`config.mk`:
```
export PLATFORM = sky130hd
export DESIGN_NAME = alu_mul_seq
export DESIGN_NICKNAME = d
export VERILOG_FILES = /design/src/rtl/mul_seq_pkg.sv /design/src/rtl/alu.sv /design/src/rtl/alu_mul_seq.sv
export SDC_FILE = /design/constraint.sdc
export NUM_CORES = 1
export LEC_CHECK = 0
export BUFFER_PORTS_ARGS = -buffer_cell sky130_fd_sc_hd__buf_2
export CAP_MARGIN = 20
export CORE_MARGIN = 2
export CORE_UTILIZATION = 54
export DETAILED_ROUTE_END_ITERATION = 10
export HOLD_SLACK_MARGIN = 0.08
export PLACE_DENSITY = 0.79
export SLEW_MARGIN = 15
export SYNTH_ARGS = -nofsm -noshare
export SYNTH_HDL_FRONTEND = slang
export SYNTH_SLANG_ARGS = --single-unit
```
`constraint.sdc`:
```
create_clock -name clk -period 3 [get_ports clk]
set_clock_uncertainty 0.15 [all_clocks]
set_input_delay 0 -clock clk [delete_from_list [all_inputs] [get_ports clk]]
set_output_delay 0 -clock clk [all_outputs]
set_load 0.05 [all_outputs]
```
`src/rtl/mul_seq_pkg.sv`:
```
// Shared definitions for the sequential multiplier and its ALU.
//   - State encoding for the multiply sequencer FSM.
//   - ALU operation codes (SUB and SLT are reserved for a later divider).
package mul_seq_pkg;

  localparam logic [1:0] S_IDLE = 2'd0;
  localparam logic [1:0] S_RUN  = 2'd1;
  localparam logic [1:0] S_DONE = 2'd2;

  typedef enum logic [1:0] {
    ST_IDLE = S_IDLE,
    ST_RUN  = S_RUN,
    ST_DONE = S_DONE
  } state_e;

  localparam logic [2:0] ALU_AND = 3'b000;
  localparam logic [2:0] ALU_OR  = 3'b001;
  localparam logic [2:0] ALU_ADD = 3'b010;
  localparam logic [2:0] ALU_SUB = 3'b110;
  localparam logic [2:0] ALU_SLT = 3'b111;

endpackage

```
`src/rtl/alu.sv`:
```
// Shared combinational ALU datapath (no carry-out).
//   a, b     : WIDTH-bit operands
//   alucont  : operation select (see mul_seq_pkg ALU_* codes)
//   result   : WIDTH-bit result; undefined opcodes return 0
module alu
  import mul_seq_pkg::*;
#(
  parameter int unsigned WIDTH = 8
) (
  input  logic [WIDTH-1:0] a,
  input  logic [WIDTH-1:0] b,
  input  logic [2:0]       alucont,
  output logic [WIDTH-1:0] result
);

  logic [WIDTH-1:0] diff;

  assign diff = a - b;

  // Operation select; SLT reports the sign of a-b in bit 0.
  always_comb begin
    result = '0;
    case (alucont)
      ALU_AND: result = a & b;
      ALU_OR:  result = a | b;
      ALU_ADD: result = a + b;
      ALU_SUB: result = diff;
      ALU_SLT: result = WIDTH'(diff[WIDTH-1]);
      default: result = '0;
    endcase
  end

endmodule

```
`src/rtl/alu_mul_seq.sv`:
```
// Multi-cycle unsigned shift-add multiplier driving the shared ALU in ADD mode.
//   clk    : rising-edge clock
//   reset  : synchronous active-low reset
//   start  : request pulse, accepted only in IDLE
//   a, b   : multiplicand / multiplier, sampled on the accepting edge
//   busy   : high while not IDLE (RUN and DONE)
//   done   : one-cycle pulse, hi/lo hold the product
//   hi, lo : upper / lower halves of the 2*WIDTH-bit product
// Optional macro MULSEQ_ZERO_SKIP_EN: a zero operand bypasses RUN and goes
// straight to DONE with a zero product.
module alu_mul_seq
  import mul_seq_pkg::*;
#(
  parameter int unsigned WIDTH = 8
) (
  input  logic             clk,
  input  logic             reset,
  input  logic             start,
  input  logic [WIDTH-1:0] a,
  input  logic [WIDTH-1:0] b,
  output logic             busy,
  output logic             done,
  output logic [WIDTH-1:0] hi,
  output logic [WIDTH-1:0] lo
);

  localparam int unsigned CNT_W = $clog2(WIDTH + 1);

  state_e           state_q, state_d;
  logic [WIDTH-1:0] hi_q, hi_d;
  logic [WIDTH-1:0] lo_q, lo_d;
  logic [WIDTH-1:0] mcand_q, mcand_d;
  logic [CNT_W-1:0] count_q, count_d;
  logic             busy_q, busy_d;
  logic             done_q, done_d;
  logic [WIDTH-1:0] sum;
  logic             carry;

  // Partial-product accumulate: hi + mcand.
  alu #(
    .WIDTH(WIDTH)
  ) u_alu (
    .a      (hi_q),
    .b      (mcand_q),
    .alucont(ALU_ADD),
    .result (sum)
  );

  // Unsigned wrap of the sum means the add carried out.
  assign carry = (sum < hi_q);

  // Next-state and datapath update.
  always_comb begin
    state_d = state_q;
    hi_d    = hi_q;
    lo_d    = lo_q;
    mcand_d = mcand_q;
    count_d = count_q;

    case (state_q)
      ST_IDLE: begin
        if (start) begin
`ifdef MULSEQ_ZERO_SKIP_EN
          if ((a == '0) || (b == '0)) begin
            mcand_d = a;
            hi_d    = '0;
            lo_d    = '0;
            count_d = '0;
            state_d = ST_DONE;
          end else begin
            mcand_d = a;
            lo_d    = b;
            hi_d    = '0;
            count_d = CNT_W'(WIDTH);
            state_d = ST_RUN;
          end
`else
          mcand_d = a;
          lo_d    = b;
          hi_d    = '0;
          count_d = CNT_W'(WIDTH);
          state_d = ST_RUN;
`endif
        end
      end

      ST_RUN: begin
        // Shift the {carry, hi, lo} chain right by one, adding mcand first
        // when the current multiplier bit is set.
        if (lo_q[0]) begin
          hi_d = {carry, sum[WIDTH-1:1]};
          lo_d = {sum[0], lo_q[WIDTH-1:1]};
        end else begin
          hi_d = {1'b0, hi_q[WIDTH-1:1]};
          lo_d = {hi_q[0], lo_q[WIDTH-1:1]};
        end
        count_d = count_q - CNT_W'(1);
        if (count_q == CNT_W'(1)) begin
          state_d = ST_DONE;
        end
      end

      ST_DONE: begin
        state_d = ST_IDLE;
      end

      default: begin
        state_d = ST_IDLE;
      end
    endcase

    // Moore outputs registered alongside the state they describe.
    busy_d = (state_d != ST_IDLE);
    done_d = (state_d == ST_DONE);
  end

  // State and datapath registers.
  always_ff @(posedge clk) begin
    if (!reset) begin
      state_q <= ST_IDLE;
      hi_q    <= '0;
      lo_q    <= '0;
      mcand_q <= '0;
      count_q <= '0;
      busy_q  <= 1'b0;
      done_q  <= 1'b0;
    end else begin
      state_q <= state_d;
      hi_q    <= hi_d;
      lo_q    <= lo_d;
      mcand_q <= mcand_d;
      count_q <= count_d;
      busy_q  <= busy_d;
      done_q  <= done_d;
    end
  end

  assign busy = busy_q;
  assign done = done_q;
  assign hi   = hi_q;
  assign lo   = lo_q;

endmodule

```
; Word-level counts from Yosys, hierarchy flattened
; Cells that the tools add are included.
[word_totals]
regBits = 32
inputBits = 19
out_inout_bits = 18
word_cells = 30
[classes]
add_sub_neg = 2
magnitude_cmp = 1
n_eq_ne = 4
muxes = 11
reduce_logical = 5
[ops]
columns = op, count
row1 = $mux 8, 4
row2 = $pmux 8 s2, 2
row3 = $add 8x8->8, 1
row4 = $lt 8x8->1, 1
row5 = $pmux 4 s2, 1
row6 = $eq 4x1->1 const B, 1
row7 = $mux 2, 2
row8 = $mux 4, 1
row9 = $pmux 2 s2, 1
row10 = $reduce_and 2->1, 2
row11 = $reduce_bool 2->1, 2
row12 = $sub 4x1->4 const B, 1
row13 = $eq 2x1->1 const B, 1
row14 = $eq 2x2->1 const B, 1
row15 = $logic_not 2->1, 1
row16 = $ne 2x2->1 const B, 1

; Longest topological paths before layout
[logic_depth]
ltp_word = 4
ltp_mapped = 10
mapped_depth_nobuf = 10

; By module
; A second synthesis with hierarchy kept.
[unflattened]
cells_unflattened = 312
hier_area_um2 = 2603.7
[modules_own_cells]
columns = module, n_inst, cells_per_inst, area_each_um2
row1 = alu_mul_seq, 1, 171, 1556.5
row2 = alu, 1, 141, 1047.3

; Worst setup path before layout
; No wires, ideal clock.
[synth_path]
path_kind = register -> register
from = register hi_q[0], in the netlist hi[0]
to = register hi_q[7], in the netlist hi[7]
setup_ns = 0.128
t_arrival_ns = 2.414
required_time_ns = 2.722
setup_slack_ns = 0.308
stages_incl_launch_ff = 11
period_less_slack_ns = 2.692
path_cell_list = dfxtp_1 ha_1 fa_1 a211o_1 o211ai_1 a21oi_1 xor2_1 ha_1 o211ai_1 a21oi_1 o32ai_1
[synth_via]
elab_chain_len = 4
[synth_lines]
columns = item, line
row1 = "start, declared", alu_mul_seq.sv:30  ; logic [WIDTH-1:0] hi_q, hi_d;
row2 = "start signal, assigned", alu_mul_seq.sv:129  ; hi_q <= hi_d;
row3 = $add 8x8->8, alu.sv:26  ; ALU_ADD: result = a + b;
row4 = $lt 8x8->1 *, alu_mul_seq.sv:50  ; assign carry = (sum < hi_q);
row5 = $mux 8 *, alu_mul_seq.sv:90  ; if (lo_q[0]) begin
row6 = $pmux 8 s2 *, alu_mul_seq.sv:60  ; case (state_q)
; Every way passes the cells marked *; elsewhere a longest branch is shown, timed or not.
; A chain may end at the register's enable or synchronous reset.

; Final worst setup path
; Same ends and word-level chain as after synthesis.

==> flow_metrics.env <==
export IMPL_portBuffers=36
export IMPL_core_um2=3053
export IMPL_via_per_inst=5.909
export IMPL_max_freq_mhz=363.5
export IMPL_nets=319
export IMPL_grt_overflow=0
export IMPL_grt_pass1_wl_um=8418
export IMPL_crit_arrival_ns=2.84
export IMPL_syn_area_um2=1740
export IMPL_grt_usage=0.3159
export IMPL_pin_count=37
export IMPL_clk_latency_ns=0.36
export IMPL_htreeDepth=2
export IMPL_tritoncts="done"
export IMPL_multi_input_area_um2=1028
export IMPL_finalSetupViolCount=0
export IMPL_routed_wl_um=5305
export IMPL_die_area_um2=3693
export IMPL_placedCellCount=284
export IMPL_route_detailed_drc=0
export IMPL_post_drt_wl_per_cell_um=16.12
export IMPL_antenna_found_initial=0
export IMPL_n_fill_cell=215
export IMPL_fin_tns_setup_ns=0
export IMPL_die_w_um=60.77
export IMPL_ys_types=41
export IMPL_cp_cell_sequence="ha_1 > fa_1 > a21o_2 > a211oi_1 > nor2_1 > ha_1 > a211oi_1 > a21oi_1 > o32ai_1"
export IMPL_layout_min_cycle_time_ns=2.751
export IMPL_cp_end_kind="register"
export IMPL_total_power_mw=1.154
export IMPL_synth_cells=208
export IMPL_cts_sinks=32
export IMPL_ant_nets=0
export IMPL_fin_cells=329
export IMPL_drt_initial_drc_count=133
export IMPL_diodes=0
export IMPL_slowest_stage="fa_1"
export IMPL_areaGrowthSynthToFinish_pct=39.61
export IMPL_hp_class="input port to register"
export IMPL_synth_nets=243
export IMPL_finalHoldViolations=0
export IMPL_gp_congestion=0.9496
export IMPL_start_util=0.5701
export IMPL_drt_pass1_iterations=5
export IMPL_drive_gt1_frac=0.1754
export IMPL_area_sequential_um2=640.6
export IMPL_maxSlewHeadroom=0.6377
export IMPL_clk_pin_slew_ns=0.12
export IMPL_numCtsBuffers=5
export IMPL_run_status="completed"
export IMPL_cap_violations=0
export IMPL_die_h_um=60.77
export IMPL_vias=1944
export IMPL_cts_root_buf="clkbuf_4"
export IMPL_crit_family="compound AO/OA/AOI/OAI gates"
export IMPL_clock_path_buffers=2
export IMPL_cp_max_fo=4
export IMPL_start_kind="register"
export IMPL_worst_setup_path_type="register to register"
export IMPL_critical_path_buf_inv_count=0
export IMPL_worst_pin_slew_ns=0.5415
export IMPL_critPathMaxStageDelay_ns=0.45
export IMPL_ys_seq_elements=32
export IMPL_finalMaxSlewViolations=0
export IMPL_dp_hpwl_um=2968
export IMPL_leakage_nw=1.119
export IMPL_synth_area_leaders="dfxtp_1, ha_1, a21oi_1"
export IMPL_row_count=20
export IMPL_peakVddDrop_v=0.0003539
export IMPL_synth_warning_count=0
export IMPL_final_util=0.7959
export IMPL_grt_pass1_vias=1949
export IMPL_hold_ws_ns=0.2912
export IMPL_cp_required_ns=3.09
export IMPL_rsz0062_at_grt="false"
export IMPL_min_period_over_period=0.9171
export IMPL_cellPowerDensity_nw_per_um2=475.1
export IMPL_grt_max_degree=16
export IMPL_yosysTopAreaCellShare=0.3681
export IMPL_synth_top_area_cell="dfxtp_1"
export IMPL_syn_area_per_cell_um2=8.367
export IMPL_ys_seq_area_frac=0.3681
export IMPL_postCtsSetupRepairBufs=0
-- synth_stat cells --
cell and instances:
buf_2 2, clkinv_1 1, o221ai_1 3, o211a_1 1, a21o_2 1, inv_1 9, o32ai_1 1, nand3b_1 1
and2_1 1, or2_2 1, fa_1 1, nand3_1 6, nor2_1 19, clkbuf_1 3, nor2b_1 2, a211oi_1 6
o22ai_1 7, dfxtp_1 32, a211o_1 3, nor4_1 1, or3_1 4, a32oi_1 2, nand2b_1 1, a21o_1 2
and3b_1 1, and3_1 3, o21ai_0 9, nor3b_1 1, clkbuf_2 1, a21oi_1 24, nor3_1 2, o21bai_1 1
mux2i_1 2, a221oi_1 2, o211ai_1 4, a22oi_1 3, inv_2 2, ha_1 15, xnor2_1 2, nand2_1 21
xor2_1 5
-- cells in the final DEF, fill, tap and decap left out, types with 2 or more instances in the layout --
master          n
clkbuf_4        5
o21ai_0         9
a32oi_1         2
nor2_1         19
a211oi_1        6
xnor2_1         2
and3_1          3
nand2_1        21
o22ai_1         7
a22oi_1         3
nor3_1          2
a21o_1          2
inv_2           2
dlygate4sd3_1  37
nand3_1         6
inv_1           9
or3_1           4
mux2i_1         2
a21oi_1        24
buf_2          36
clkbuf_8        2
ha_1           15
nor2b_1         2
a221oi_1        2
o221ai_1        3
o211ai_1        4
buf_4           2
dfxtp_1        32
xor2_1          5
a211o_1         3
-- per-layer routing --
metal  track usage  share of wire
met4        0.1925          0.046
met2        0.5330           0.48
met5             0              0
met1        0.3534           0.39
met3       0.08529          0.082
-- cell type report --
type                       count  area share
clock inverter                 1     0.01236
sequential                    32      0.2636
clock buffer                   7     0.02678
multi-input combinational    158      0.4233
inverter                      12     0.01854
timing repair buffer          75      0.2327
tap                           44     0.02266
-- report_power, final --
part	switching (mW)	internal, mW	leakage, nW
clock	0.160	0.221	0.0515
sequential	0.0274	0.454	0.263
combinational	0.170	0.122	0.805
-- registers in the layout, indices dropped and copies added, names as in the netlist --
register	cells
hi	8
lo	8
mcand_q	8
count_q	4
state_q	2
busy	1
done	1
-- cells by family (layout without fill, tap and decap cells) --
| logic type | after synthesis | after routing | synth area share |
|---|---|---|---|
| compound gates | 69 | 69 | 0.2552 |
| buf+inv | 18 | 95 | 0.04097 |
| mux | 2 | 2 | 0.01150 |
| flops | 32 | 32 | 0.3681 |
| simple gates | 64 | 64 | 0.1697 |
| xor+xnor | 7 | 7 | 0.03523 |
| fa+ha+maj | 16 | 16 | 0.1193 |
-- worst paths after layout --
kind	slack, ns	cells past startpoint	end	startpoint
max	0.25	9	hi[7]	hi[0]
min	0.29	4	lo[7]	b[7]
max reg2reg	0.25	9	hi[7]	hi[0]
min reg2reg	0.35	2	mcand_q[7]	mcand_q[7]
-- through the flow --
step	setup WS, ns	instance area, µm²
after CTS	0.3952	2430
after global routing	0.07719	2430
after floorplan	0.3079	1740
final	0.2488	2430
after detailed placement	0.4340	1964
after global placement	0.4693	1964
-- tightest hold or removal path: cells and delay by family --
| kind | cells | cell delay, ns |
|---|---|---|
| AND/OR/NAND/NOR | 1 | 0.07 |
| buffers and inverters | 2 | 0.62 |
| AO/OA/AOI/OAI | 1 | 0.06 |
-- timing repair --
item / 4_1_cts / 5_1_grt
endpoints found under the setup margin: 0 / 0
resized for setup: 0 / 0
endpoints found under the hold margin: 27 / 0
hold buffers: 37 / 0
(Power assumes the default switching activity.)
